`config.mk`:
```
export PLATFORM = sky130hd
export DESIGN_NAME = calc_entry_ctrl_flat
export DESIGN_NICKNAME = d
export VERILOG_FILES = /design/src/rtl/calc_entry_ctrl_if.sv /design/src/rtl/calc_entry_ctrl.sv /design/src/flat_wrapper.sv
export SDC_FILE = /design/constraint.sdc
export NUM_CORES = 1
export LEC_CHECK = 0
export BUFFER_PORTS_ARGS = -buffer_cell sky130_fd_sc_hd__buf_2
export CAP_MARGIN = 20
export CORE_ASPECT_RATIO = 1.2
export CORE_MARGIN = 1.5
export CORE_UTILIZATION = 55
export DETAILED_ROUTE_END_ITERATION = 12
export HOLD_SLACK_MARGIN = 0.03
export PLACE_DENSITY = 0.86
export SKIP_CTS_REPAIR_TIMING = 1
export SKIP_LAST_GASP = 1
export SLEW_MARGIN = 10
export SYNTH_ARGS = -nofsm -noshare
export SYNTH_HDL_FRONTEND = slang
export SYNTH_SLANG_ARGS = --single-unit
```
`constraint.sdc`:
```
create_clock -name clk -period 4.7 [get_ports clk]
set_clock_uncertainty 0.05 [all_clocks]
set_input_delay 0.47 -clock clk [delete_from_list [all_inputs] [get_ports clk]]
set_output_delay 0.47 -clock clk [all_outputs]
set_load 0.02 [all_outputs]
```
`src/rtl/calc_entry_ctrl_if.sv`:
```
// ALU-side bundle of the calculator entry sequencer.
// master: sequencer (start, op, operands out; done, result in). slave: ALU.
interface calc_entry_ctrl_if #(
    parameter int WIDTH = 32
);
    logic             alu_start;
    logic [2:0]       alu_op;
    logic [WIDTH-1:0] num_a;
    logic [WIDTH-1:0] num_b;
    logic             alu_done;
    logic [WIDTH-1:0] alu_result;

    modport master (
        output alu_start, alu_op, num_a, num_b,
        input  alu_done, alu_result
    );

    modport slave (
        input  alu_start, alu_op, num_a, num_b,
        output alu_done, alu_result
    );
endinterface

```
`src/rtl/calc_entry_ctrl.sv`:
```
// Calculator entry sequencer: key clicks -> operand A, operator, operand B,
// ALU start/done handshake, result latch and registered display select.
// Ports: clk, rst_n (sync, active-low), i_btnm, i_code, io_alu (master),
// o_result, o_disp_sel, o_disp_value, o_busy, o_err.
// Build option: CALC_TIMEOUT_EN adds an ALU watchdog of TIMEOUT_CYCLES.
module calc_entry_ctrl #(
    parameter int WIDTH          = 32,
    parameter int MAX_DIGITS     = 9,
    parameter int TIMEOUT_CYCLES = 1024
) (
    input  logic              clk,
    input  logic              rst_n,
    input  logic              i_btnm,
    input  logic [4:0]        i_code,
    calc_entry_ctrl_if.master io_alu,
    output logic [WIDTH-1:0]  o_result,
    output logic [1:0]        o_disp_sel,
    output logic [WIDTH-1:0]  o_disp_value,
    output logic              o_busy,
    output logic              o_err
);
    localparam logic [1:0] S_ENTER_A = 2'd0;
    localparam logic [1:0] S_ENTER_B = 2'd1;
    localparam logic [1:0] S_EXEC    = 2'd2;
    localparam logic [1:0] S_SHOW    = 2'd3;
    localparam int CNT_W = $clog2(MAX_DIGITS + 1);

    logic [1:0]       r_state;
    logic             r_btnm_q;
    logic [CNT_W-1:0] r_cnt;
    logic [WIDTH-1:0] r_num_a;
    logic [WIDTH-1:0] r_num_b;
    logic [WIDTH-1:0] r_result;
    logic [WIDTH-1:0] r_disp_value;
    logic [2:0]       r_op;
    logic             r_start;
    logic             r_err;

`ifdef CALC_TIMEOUT_EN
    localparam int TMO_W = $clog2(TIMEOUT_CYCLES + 1);
    logic [TMO_W-1:0] r_tmo;
`endif

    logic             w_ev;
    logic             w_is_dig;
    logic             w_is_op;
    logic             w_is_eq;
    logic             w_is_clr;
    logic             w_dig_ok;
    logic [WIDTH-1:0] w_d;
    logic [WIDTH-1:0] w_acc_a;
    logic [WIDTH-1:0] w_acc_b;
    logic [WIDTH-1:0] w_disp_next;
    logic [2:0]       w_op;

    // Rising edge of the button is the only key event.
    assign w_ev     = i_btnm & ~r_btnm_q;
    assign w_is_dig = w_ev && (i_code < 5'd10);
    assign w_is_op  = w_ev && (i_code >= 5'd10) && (i_code <= 5'd14);
    assign w_is_eq  = w_ev && (i_code == 5'd15);
    assign w_is_clr = w_ev && (i_code == 5'd16);
    assign w_dig_ok = (r_cnt < CNT_W'(MAX_DIGITS));
    assign w_d      = WIDTH'(i_code);
    assign w_op     = 3'(i_code - 5'd10);
    assign w_acc_a  = r_num_a * WIDTH'(10) + w_d;
    assign w_acc_b  = r_num_b * WIDTH'(10) + w_d;

    always_comb begin
        o_disp_sel = 2'd0;
        case (r_state)
            S_ENTER_B: o_disp_sel = 2'd1;
            S_EXEC:    o_disp_sel = 2'd1;
            S_SHOW:    o_disp_sel = 2'd2;
            default:   o_disp_sel = 2'd0;
        endcase
    end

    always_comb begin
        w_disp_next = r_num_a;
        case (o_disp_sel)
            2'd1:    w_disp_next = r_num_b;
            2'd2:    w_disp_next = r_result;
            default: w_disp_next = r_num_a;
        endcase
    end

    always_ff @(posedge clk) begin
        if (!rst_n) begin
            r_state      <= S_ENTER_A;
            r_btnm_q     <= 1'b0;
            r_cnt        <= '0;
            r_num_a      <= '0;
            r_num_b      <= '0;
            r_result     <= '0;
            r_disp_value <= '0;
            r_op         <= 3'd0;
            r_start      <= 1'b0;
            r_err        <= 1'b0;
`ifdef CALC_TIMEOUT_EN
            r_tmo        <= '0;
`endif
        end else begin
            r_btnm_q     <= i_btnm;
            r_start      <= 1'b0;
            r_disp_value <= w_disp_next;
            if (w_is_clr) begin
                // Clear wins over everything, including a same-cycle done.
                r_state  <= S_ENTER_A;
                r_cnt    <= '0;
                r_num_a  <= '0;
                r_num_b  <= '0;
                r_result <= '0;
                r_op     <= 3'd0;
                r_err    <= 1'b0;
            end else begin
                case (r_state)
                    S_ENTER_A: begin
                        if (w_is_dig && w_dig_ok) begin
                            r_num_a <= w_acc_a;
                            r_cnt   <= r_cnt + 1'b1;
                        end else if (w_is_op) begin
                            r_op    <= w_op;
                            r_cnt   <= '0;
                            r_num_b <= '0;
                            r_state <= S_ENTER_B;
                        end
                    end
                    S_ENTER_B: begin
                        if (w_is_dig && w_dig_ok) begin
                            r_num_b <= w_acc_b;
                            r_cnt   <= r_cnt + 1'b1;
                        end else if (w_is_op && (r_cnt == '0)) begin
                            r_op    <= w_op;
                        end else if (w_is_eq) begin
                            // start is registered so it lands in the
                            // first EXEC cycle.
                            r_start <= 1'b1;
                            r_state <= S_EXEC;
`ifdef CALC_TIMEOUT_EN
                            r_tmo   <= '0;
`endif
                        end
                    end
                    S_EXEC: begin
                        if (io_alu.alu_done) begin
                            r_result <= io_alu.alu_result;
                            r_state  <= S_SHOW;
                        end
`ifdef CALC_TIMEOUT_EN
                        else if (r_tmo == TMO_W'(TIMEOUT_CYCLES - 1)) begin
                            r_result <= '0;
                            r_err    <= 1'b1;
                            r_state  <= S_SHOW;
                        end else begin
                            r_tmo <= r_tmo + 1'b1;
                        end
`endif
                    end
                    default: begin
                        if (w_is_dig) begin
                            r_num_a <= w_d;
                            r_cnt   <= CNT_W'(1);
                            r_num_b <= '0;
                            r_state <= S_ENTER_A;
                        end else if (w_is_op) begin
                            // Chain: previous result becomes operand A.
                            r_num_a <= r_result;
                            r_op    <= w_op;
                            r_num_b <= '0;
                            r_cnt   <= '0;
                            r_state <= S_ENTER_B;
                        end
                    end
                endcase
            end
        end
    end

    assign io_alu.alu_start = r_start;
    assign io_alu.alu_op    = r_op;
    assign io_alu.num_a     = r_num_a;
    assign io_alu.num_b     = r_num_b;
    assign o_result         = r_result;
    assign o_disp_value     = r_disp_value;
    assign o_busy           = (r_state == S_EXEC);
    assign o_err            = r_err;
endmodule

```
`src/flat_wrapper.sv`:
```
// flat-port wrapper written by rule: the top's interface ports become plain ports
module calc_entry_ctrl_flat 
#(
    parameter int WIDTH          = 32,
    parameter int MAX_DIGITS     = 9,
    parameter int TIMEOUT_CYCLES = 1024
)
  (clk, rst_n, i_btnm, i_code, o_result, o_disp_sel, o_disp_value, o_busy, o_err, io_alu_alu_start, io_alu_alu_op, io_alu_num_a, io_alu_num_b, io_alu_alu_done, io_alu_alu_result);
  calc_entry_ctrl_if #(.WIDTH(WIDTH)) io_alu_i ();
  input  logic clk;
  input  logic rst_n;
  input  logic i_btnm;
  input  logic [4:0] i_code;
  output logic [WIDTH-1:0] o_result;
  output logic [1:0] o_disp_sel;
  output logic [WIDTH-1:0] o_disp_value;
  output logic o_busy;
  output logic o_err;
  output wire logic [$bits(io_alu_i.alu_start)-1:0] io_alu_alu_start;
  output wire logic [$bits(io_alu_i.alu_op)-1:0] io_alu_alu_op;
  output wire logic [$bits(io_alu_i.num_a)-1:0] io_alu_num_a;
  output wire logic [$bits(io_alu_i.num_b)-1:0] io_alu_num_b;
  input wire logic [$bits(io_alu_i.alu_done)-1:0] io_alu_alu_done;
  input wire logic [$bits(io_alu_i.alu_result)-1:0] io_alu_alu_result;
  assign io_alu_alu_start = io_alu_i.alu_start;
  assign io_alu_alu_op = io_alu_i.alu_op;
  assign io_alu_num_a = io_alu_i.num_a;
  assign io_alu_num_b = io_alu_i.num_b;
  assign io_alu_i.alu_done = io_alu_alu_done;
  assign io_alu_i.alu_result = io_alu_alu_result;
  calc_entry_ctrl #(.WIDTH(WIDTH), .MAX_DIGITS(MAX_DIGITS), .TIMEOUT_CYCLES(TIMEOUT_CYCLES)) u_core (.clk(clk), .rst_n(rst_n), .i_btnm(i_btnm), .i_code(i_code), .io_alu(io_alu_i), .o_result(o_result), .o_disp_sel(o_disp_sel), .o_disp_value(o_disp_value), .o_busy(o_busy), .o_err(o_err));
endmodule
```
## Word-level counts from Yosys, hierarchy flattened

Index checks and enable logic that the tools add are counted.

| cells by class | value |
|---|---|
| add/sub/neg operators | 4 |
| multipliers | 2 |
| order comparisons | 4 |
| equal/unequal tests | 16 |
| multiplexer cells | 31 |
| bitwise gates (word level) | 6 |
| reduce and logical (&&, ||, !) cells | 19 |

Operators with widths:

| operator | number |
|---|---|
| two-way mux 32 bit | 7 |
| one-hot mux 32 bit (2 select lines) | 2 |
| one-hot mux 32 bit (3 select lines) | 1 |
| adder 32 x 5 -> 32 bit | 2 |
| multiplier 32 x 3 -> 31 bit (second input constant) | 2 |
| two-way mux 4 bit | 4 |
| two-way mux 3 bit | 5 |
| two-way mux 2 bit | 7 |
| one-hot mux 4 bit (3 select lines) | 1 |
| != test 2 x 1 -> 1 bit (second input constant) | 5 |
| AND reduction 5 bit | 2 |
| one-hot mux 3 bit (3 select lines) | 1 |
| logical AND 1 bit | 7 |
| == test 2 bit (second input constant) | 3 |
| != test 2 bit (second input constant) | 3 |
| one-hot mux 2 bit (3 select lines) | 1 |
| AND reduction 3 bit | 2 |
| == test 5 x 4 -> 1 bit (second input constant) | 1 |
| == test 5 bit (second input constant) | 1 |
| >= comparator 5 x 4 -> 1 bit (second input constant) | 1 |
| <= comparator 5 x 4 -> 1 bit (second input constant) | 1 |
| < comparator 5 x 4 -> 1 bit (second input constant) | 1 |
| inverter 1 bit | 5 |
| OR reduction 5 bit | 1 |
| 13 further kinds | 16 |

| storage, ports and cells | value |
|---|---|
| register bits | 139 |
| input bits | 41 |
| output and inout bits | 136 |
| word-level logic and storage cells | 91 |

## Logic depth before layout (Yosys ltp)

Gate-level depths: netlist of the first run.

| logic depth | value |
|---|---|
| word-level depth | 8 |
| depth in mapped cells | 14 |
| depth with buffers taken out | 13 |

## Worst setup path after synthesis of the first run

Ideal clock, no wire load.

| timing path | value |
|---|---|
| kind | reg-to-reg |
| from | register u_core.r_num_a[3] (netlist: u_core.io_alu.num_a[3]) |
| to | register u_core.r_num_a[30] (netlist: u_core.io_alu.num_a[30]) |
| setup time | 0.066 ns |
| data arrival time | 4.108 ns |
| data required time | 4.584 ns |
| path slack | 0.475 ns |
| cell stages (with the launch flop) | 15 |
| buffers on the path | 1 |
| period minus slack after synthesis | 4.225 ns |
| path through | dfxtp_1 > ha_1 > ha_1 > fa_1 > a21o_1 > a21o_1 > a21o_1 > buf_6 > a211o_1 > a2111oi_4 > nand4_4 > or4_4 > nor4_4 > mux2_4 > a21oi_2 |

| on the way | value |
|---|---|
| cells in the longest elaborated chain, start to end | 4 |

Ends and longest elaborated chain:

| item | RTL line | text |
|---|---|---|
| start, declared | calc_entry_ctrl.sv:31 | `logic [WIDTH-1:0] r_num_a;` |
| start signal, assigned | calc_entry_ctrl.sv:119 | `r_num_a <= w_acc_a;` |
| start signal, assigned | calc_entry_ctrl.sv:161 | `r_num_a <= w_d;` |
| start signal, assigned | calc_entry_ctrl.sv:167 | `r_num_a <= r_result;` |
| multiplier 32 x 3 -> 31 bit | calc_entry_ctrl.sv:65 | `assign w_acc_a = r_num_a * WIDTH'(10) + w_d;` |
| adder 32 x 5 -> 32 bit | calc_entry_ctrl.sv:65 |  |
| two-way mux 32 bit | calc_entry_ctrl.sv:118 | `if (w_is_dig && w_dig_ok) begin` |
| one-hot mux 32 bit (2 select lines) | calc_entry_ctrl.sv:116 | `case (r_state)` |

Every way passes these cells. The select of a mux whose other input is x is not followed.
A chain may end at the register's enable or synchronous reset.

## Final worst setup path of the first run

Ends and elaborated chain as after synthesis.

==> run summary, run 1 <==
ys async rst share = 0%
YS warnings = 0
Clock Pin Slew Worst Setup and Hold Paths = 0.07 ns
WS Path Type = register to register
Slew Limit Fails = 0
class of the worst hold path = input pin to register
VDD IR max = 0.0004347 V
highest-delay cell along the critical path = or4_4
leakage power = 6.000 nW
outcome = complete, no violations
row count = 57
Most used DFF post-synth = dfxtp_1
CTS Root Cell = clkbuf_16
antenna viol nets, final = 0
Combinational Power Share = 36.8%
startpoint types = register
Routed WL = 34960 um
largest family of logic cells by synthesized area = compound AO/OA/AOI/OAI gates
top cell type's share of synthesized area = 24.53%
final worst slack = 0.3269 ns
RSZ-0062 raised after global routing = false
MaxCap Viol Count = 0
drt initial violations = 1118
critical path's largest stage delay = 0.59 ns
setup TNS = 0 ns
vias per cell = 6.282
setup violators final = 0
area leader, netlist = dfxtp_1
Net Count, Synth = 1643
Critical Path Sink Type = register
global route overflow = 0
Final min period = 4.373 ns
sequential cell area = 2783 sq um
met2 WL post-DR = 16970 um
# IOs = 177
Place WS = 0.3840 ns
fraction of power consumed by sequential logic = 32.0%
Highest Signal Layer = met4
buffers and inverters on the worst path = 0
Hold Vio Cnt, Final = 0
Syn Inst Count = 1469
top-count cell post-synth = nor2_1
mean routed wirelength per cell = 18.60 um
sequential area share after synthesis = 24.53%
relative slew slack = 27.64%
vias in the first global route = 11010
CP cell instances = ha_1 > ha_1 > fa_1 > a21o_1 > a21o_1 > a21o_1 > a211o_1 > a2111oi_4 > nand4_4 > or4_4 > nor4_4 > mux2_4 > a21oi_2
M1 wire length = 14100 um
Worst-Skew Late Latency = 0.44 ns
Routability Congestion = 0.9534
CP top delay family = compound AO/OA/AOI/OAI gates
mux contribution to synthesized area = 1.323%
DP Wirelength = 26270 um
antenna violations before repair = 3
Mapped Avg Cell Area = 7.724 sq um
floorplan core area = 20250 sq um
CTS H-tree depth = 4
port bufs = 175
CP required = 5.02 ns
switching power of the nets = 1.822 mW
post-synthesis cell area = 11350 sq um
Initial DRT Pass Iterations = 5
worst-path fanout max = 10
Post-Synth Simple-Gate Area = 23.53%
Synth Area in Adders = 14.93%
Synth top cells by count = 172 x nor2_1, 166 x nand2_1, 145 x a21oi_1
vias = 11810
area grow syn2layout = 14.33%
Fillers = 1746
Worst EP arrival = 4.70 ns
clock network fraction of design power = 31.2%
met3 wire length = 2599 um
CTS tree = built
top post-synthesis cells by area = dfxtp_1 25%, ha_1 14%, a21oi_1 6.4%
Worst Tran Pin Value = 1.072 ns
cell area power density = 331.6 nW/um^2
DIE AREA = 21500 sq um
Die H = 160.3 um
clock sink count = 139
compound-gate portion of the synthesized area = 25.11%
clock tree buffer depth = 2
first-pass GRT wire length = 55550 um
Distinct cells, synth = 93
share of cells above drive strength 1 = 17.00%
#FFs+latches synth = 139
critical path's most frequent cell = a21o_1
Total Routing Usage GR = 31.95%
Tcrit/Tclk final = 93.04%
Pint = 2.479 mW
initial core utilization = 56.02%
post-synthesis xor/xnor area fraction = 6.319%
CTS Buf Count = 17
fmax = 228.7 MHz
Multi-input gate area = 8119 sq um
Die X-Extent = 134.1 um
Sw Ratio = 42.37%
EDFF count, synth = 0
detailed-route DRC error count = 0
largest net degree at the start of global routing = 67
Layout Nets = 1773
## final cells by class
type / count / share of cell area [%]
antenna: 3 / 0.05788
clock buffer: 19 / 3.338
clock inverter: 13 / 1.022
inverter: 29 / 0.8392
multi-input combinational: 1214 / 62.59
sequential: 139 / 21.45
tap: 265 / 2.556
timing repair buffer: 198 / 8.141
## per-stage QoR
stage               instance area, sq um  cells  hold slack (ns)  util, %  total power, mW
floorplan                          11350   1469           0.4306        -            2.494
global placement                   12380   1844           0.4179    61.11            2.904
detailed placement                 12380   1844           0.4188    61.11            2.934
CTS                                12940   1876           0.2206    63.90            4.260
global route                       12970   1880           0.2265    64.04            4.485
finish                             12970   1880           0.2152    64.04            4.301
## state kept, by name (all words and copies together), names as in the netlist
register and cells:
u_core.io_alu.alu_start 1, u_core.io_alu.alu_op 3, u_core.r_cnt 4, u_core.r_btnm_q 1, u_core.o_result 32, u_core.r_state 2, u_core.io_alu.num_a 32, u_core.o_disp_value 32
u_core.io_alu.num_b 32
## layout by cell type, fill, tap and decap left out, types with 17 or more instances in the layout
cell,netlist,routed
a211oi_1,18,18
a21o_1,34,34
a21oi_1,145,145
a22oi_1,53,53
buf_2,11,175
buf_4,2,22
clkbuf_16,0,17
dfxtp_1,139,139
ha_1,129,128
inv_1,29,29
nand2_1,166,166
nand3_1,36,36
nand4_1,21,21
nor2_1,172,172
nor3_1,46,45
o21ai_0,52,52
xnor2_1,51,51
xor2_1,29,29
## layer usage
metal | up-vias | GRT usage [%]
met3 | 96 | 4.324
li1 | 5638 | -
met5 | - | 0
met1 | 5537 | 39.67
met2 | 539 | 55.20
met4 | 0 | 13.73
## power by group through the flow
stage               sequential (mW)  clock, mW  combinational, mW
finish                         1.38       1.34               1.58
global route                   1.38       1.39               1.71
detailed placement             1.40          0               1.54
global placement               1.39          0               1.51
CTS                            1.37       1.34               1.55
floorplan                      1.46          0               1.03
## kinds of logic (layout without fill, tap and decap cells)
family | count (synthesis) | in the layout
and+or+nand+nor | 556 | 556
AOI/OAI and AO/OA | 429 | 429
DFF | 139 | 139
adders and majority gates | 133 | 133
buffers and inverters | 116 | 259
xor gates and xnor gates | 81 | 81
muxes | 14 | 14
other | 1 | 4
## path summary, 6_finish.rpt
kind	startpoint	end	slack [ns]	depth (start not counted)
hold reg to reg	u_core.io_alu.alu_op[1]$_SDFFE_PP0P_	u_core.io_alu.alu_op[1]$_SDFFE_PP0P_	0.43	2
setup / recovery	u_core.io_alu.num_a[3]$_SDFFE_PP0P_	u_core.io_alu.num_a[30]$_SDFFE_PP0P_	0.33	13
hold / removal	io_alu_alu_result[22]	u_core.o_result[22]$_SDFFE_PP0P_	0.22	3
setup reg to reg	u_core.io_alu.num_a[3]$_SDFFE_PP0P_	u_core.io_alu.num_a[30]$_SDFFE_PP0P_	0.33	13
## worst min-delay path, stage by stage
cell and delay, ns:
buf_2 0.09, nand2_1 0.04, a21oi_1 0.05
Note: power is estimated with default switching activity, not from simulation.
==> run 2: changes to the inputs <==
--- a/config.mk
+++ b/config.mk
@@ -13,6 +13,7 @@
 export DETAILED_ROUTE_END_ITERATION = 12
 export HOLD_SLACK_MARGIN = 0.03
 export PLACE_DENSITY = 0.86
+export RECOVER_POWER = 25
 export SKIP_CTS_REPAIR_TIMING = 1
 export SKIP_LAST_GASP = 1
 export SLEW_MARGIN = 10
==> run summary, run 2 (synthesized netlist as in run 1, its figures left out) <==
CP top delay family = compound AO/OA/AOI/OAI gates (unchanged)
drt initial violations = 1141 (was 1118)
M1 GR Usage = 39.67% (unchanged)
# IOs = 177 (unchanged)
Die X-Extent = 134.1 um (unchanged)
share of cells above drive strength 1 = 12.78% (was 17.00%)
leakage power = 5.705 nW (was 6.000 nW)
row count = 57 (unchanged)
Critical Path Sink Type = register (unchanged)
CTS Buf Count = 17 (unchanged)
port bufs = 175 (unchanged)
Routed WL = 35150 um (was 34960 um)
clock tree buffer depth = 2 (unchanged)
initial core utilization = 56.02% (unchanged)
Total Routing Usage GR = 31.95% (unchanged)
placed inst area = 12380 sq um (unchanged)
startpoint types = register (unchanged)
antenna viol nets, final = 0 (unchanged)
area grow syn2layout = 13.58% (was 14.33%)
VDD IR max = 0.0004359 V (was 0.0004347 V)
Final min period = 4.378 ns (was 4.373 ns)
Worst EP arrival = 4.70 ns (about the same)
hold slack = 0.2171 ns (was 0.2152 ns)
Layout Nets = 1773 (unchanged)
critical path's largest stage delay = 0.59 ns (about the same)
Clock Pin Slew Worst Setup and Hold Paths = 0.07 ns (about the same)
Tcrit/Tclk final = 93.15% (was 93.04%)
vias in the first global route = 11010 (unchanged)
setup violators final = 0 (unchanged)
antenna violations before repair = 3 (unchanged)
Slew Limit Fails = 0 (unchanged)
vias = 11820 (was 11810)
detailed-route DRC error count = 0 (unchanged)
RSZ-0062 raised after global routing = false (unchanged)
first-pass GRT wire length = 55550 um (unchanged)
CTS Root Cell = clkbuf_16 (unchanged)
grt met3 use = 4.324% (unchanged)
setup TNS = 0 ns (unchanged)
MaxCap Viol Count = 0 (unchanged)
cell area power density = 333.0 nW/um^2 (was 331.6 nW/um^2)
mean routed wirelength per cell = 18.70 um (was 18.60 um)
floorplan core area = 20250 sq um (unchanged)
Worst Tran Pin Value = 1.072 ns (about the same)
fin area = 12890 sq um (was 12970 sq um)
largest net degree at the start of global routing = 67 (unchanged)
CP required = 5.02 ns (about the same)
most frequent cells in the layout = 172 x nor2_1, 166 x nand2_1, 145 x a21oi_1 (was 175 x buf_2, 172 x nor2_1, 166 x nand2_1)
global route overflow = 0 (unchanged)
CTS tree = built (unchanged)
critical path's most frequent cell = a21o_1 (unchanged)
clock sink count = 139 (unchanged)
Initial DRT Pass Iterations = 7 (was 5)
Die H = 160.3 um (unchanged)
highest-delay cell along the critical path = or4_4 (unchanged)
Routability Congestion = 0.9534 (unchanged)
WS Path Type = register to register (unchanged)
Worst-Skew Late Latency = 0.43 ns (was 0.44 ns)
vias per cell = 6.285 (was 6.282)
CP cell instances = ha_1 > ha_1 > fa_1 > a21o_1 > a21o_1 > a21o_1 > a211o_1 > a2111oi_4 > nand4_4 > or4_4 > nor4_4 > mux2_4 > a21oi_2 (unchanged)
relative slew slack = 27.65% (was 27.64%)
DP Wirelength = 26270 um (unchanged)
commonest non-fill, non-tap cell in the layout = nor2_1 (was buf_2)
buffers and inverters on the worst path = 0 (unchanged)
Hold Vio Cnt, Final = 0 (unchanged)
worst-path fanout max = 10 (unchanged)
class of the worst hold path = input pin to register (unchanged)
CTS H-tree depth = 4 (unchanged)
GRT Max-Usage Layer = met2 (unchanged)
outcome = complete, no violations (unchanged)
fmax = 228.4 MHz (was 228.7 MHz)
DIE AREA = 21500 sq um (unchanged)
met2 Use GR = 55.20% (unchanged)
## run 2: changes by cell type in the layout (fill, tap and decap cells not counted)
| cell | before | now |
|---|---|---|
| buf_2 | 175 | 107 |
| clkbuf_1 | 2 | 70 |
## run 2: final timing paths
| check | startpoint | to | slack (ns) | cells past startpoint |
|---|---|---|---|---|
| hold / removal | io_alu_alu_result[22] | u_core.o_result[22]$_SDFFE_PP0P_ | 0.22 | 3 |
| hold reg to reg | u_core.io_alu.alu_op[1]$_SDFFE_PP0P_ | u_core.io_alu.alu_op[1]$_SDFFE_PP0P_ | 0.44 | 2 |
| setup reg to reg | u_core.io_alu.num_a[3]$_SDFFE_PP0P_ | u_core.io_alu.num_a[30]$_SDFFE_PP0P_ | 0.32 | 13 |
| setup / recovery | u_core.io_alu.num_a[3]$_SDFFE_PP0P_ | u_core.io_alu.num_a[30]$_SDFFE_PP0P_ | 0.32 | 13 |
## run 2: worst min-delay path: stages
cell and delay, ns:
buf_2 0.09, nand2_1 0.04, a21oi_1 0.05
## run 2: final cells by class
cell class / count / area [sq um]
diodes: 3 / 7.507
clock buffers: 19 / 432.9
clock inverters: 13 / 132.6
fillers: 1797 / 7368
inverters: 29 / 108.9
multi-input cells: 1214 / 8119
flip-flops and latches: 139 / 2783
well taps: 265 / 331.6
repair buffers: 198 / 970.9
## run 2: power by group
group          internal (mW)  switching (mW)  total (mW)
Combinational          0.453            1.12        1.57
Sequential              1.27           0.108        1.38
Clock                  0.745           0.596        1.34
Total                   2.47            1.82        4.29
## run 2: stage by stage
| stage | util (%) | total power [mW] | instances | setup WS, ns |
|---|---|---|---|---|
| 5_1_grt | 63.62 | 4.474 | 1880 | 0.05705 |
| 2_1_floorplan | - | 2.494 | 1469 | 0.4752 |
| 4_1_cts | 63.90 | 4.260 | 1876 | 0.3356 |
| 3_5_place_dp | 61.11 | 2.934 | 1844 | 0.3840 |
| 6_report | 63.62 | 4.291 | 1880 | 0.3221 |
| 3_3_place_gp | 61.11 | 2.904 | 1844 | 0.4549 |
## run 2: routing by layer
layer | vias to the layer above | share of wire (%)
met5 | - | 0
met4 | 0 | 3.4
met3 | 91 | 7.3
met2 | 543 | 49
met1 | 5543 | 41
li1 | 5639 | -
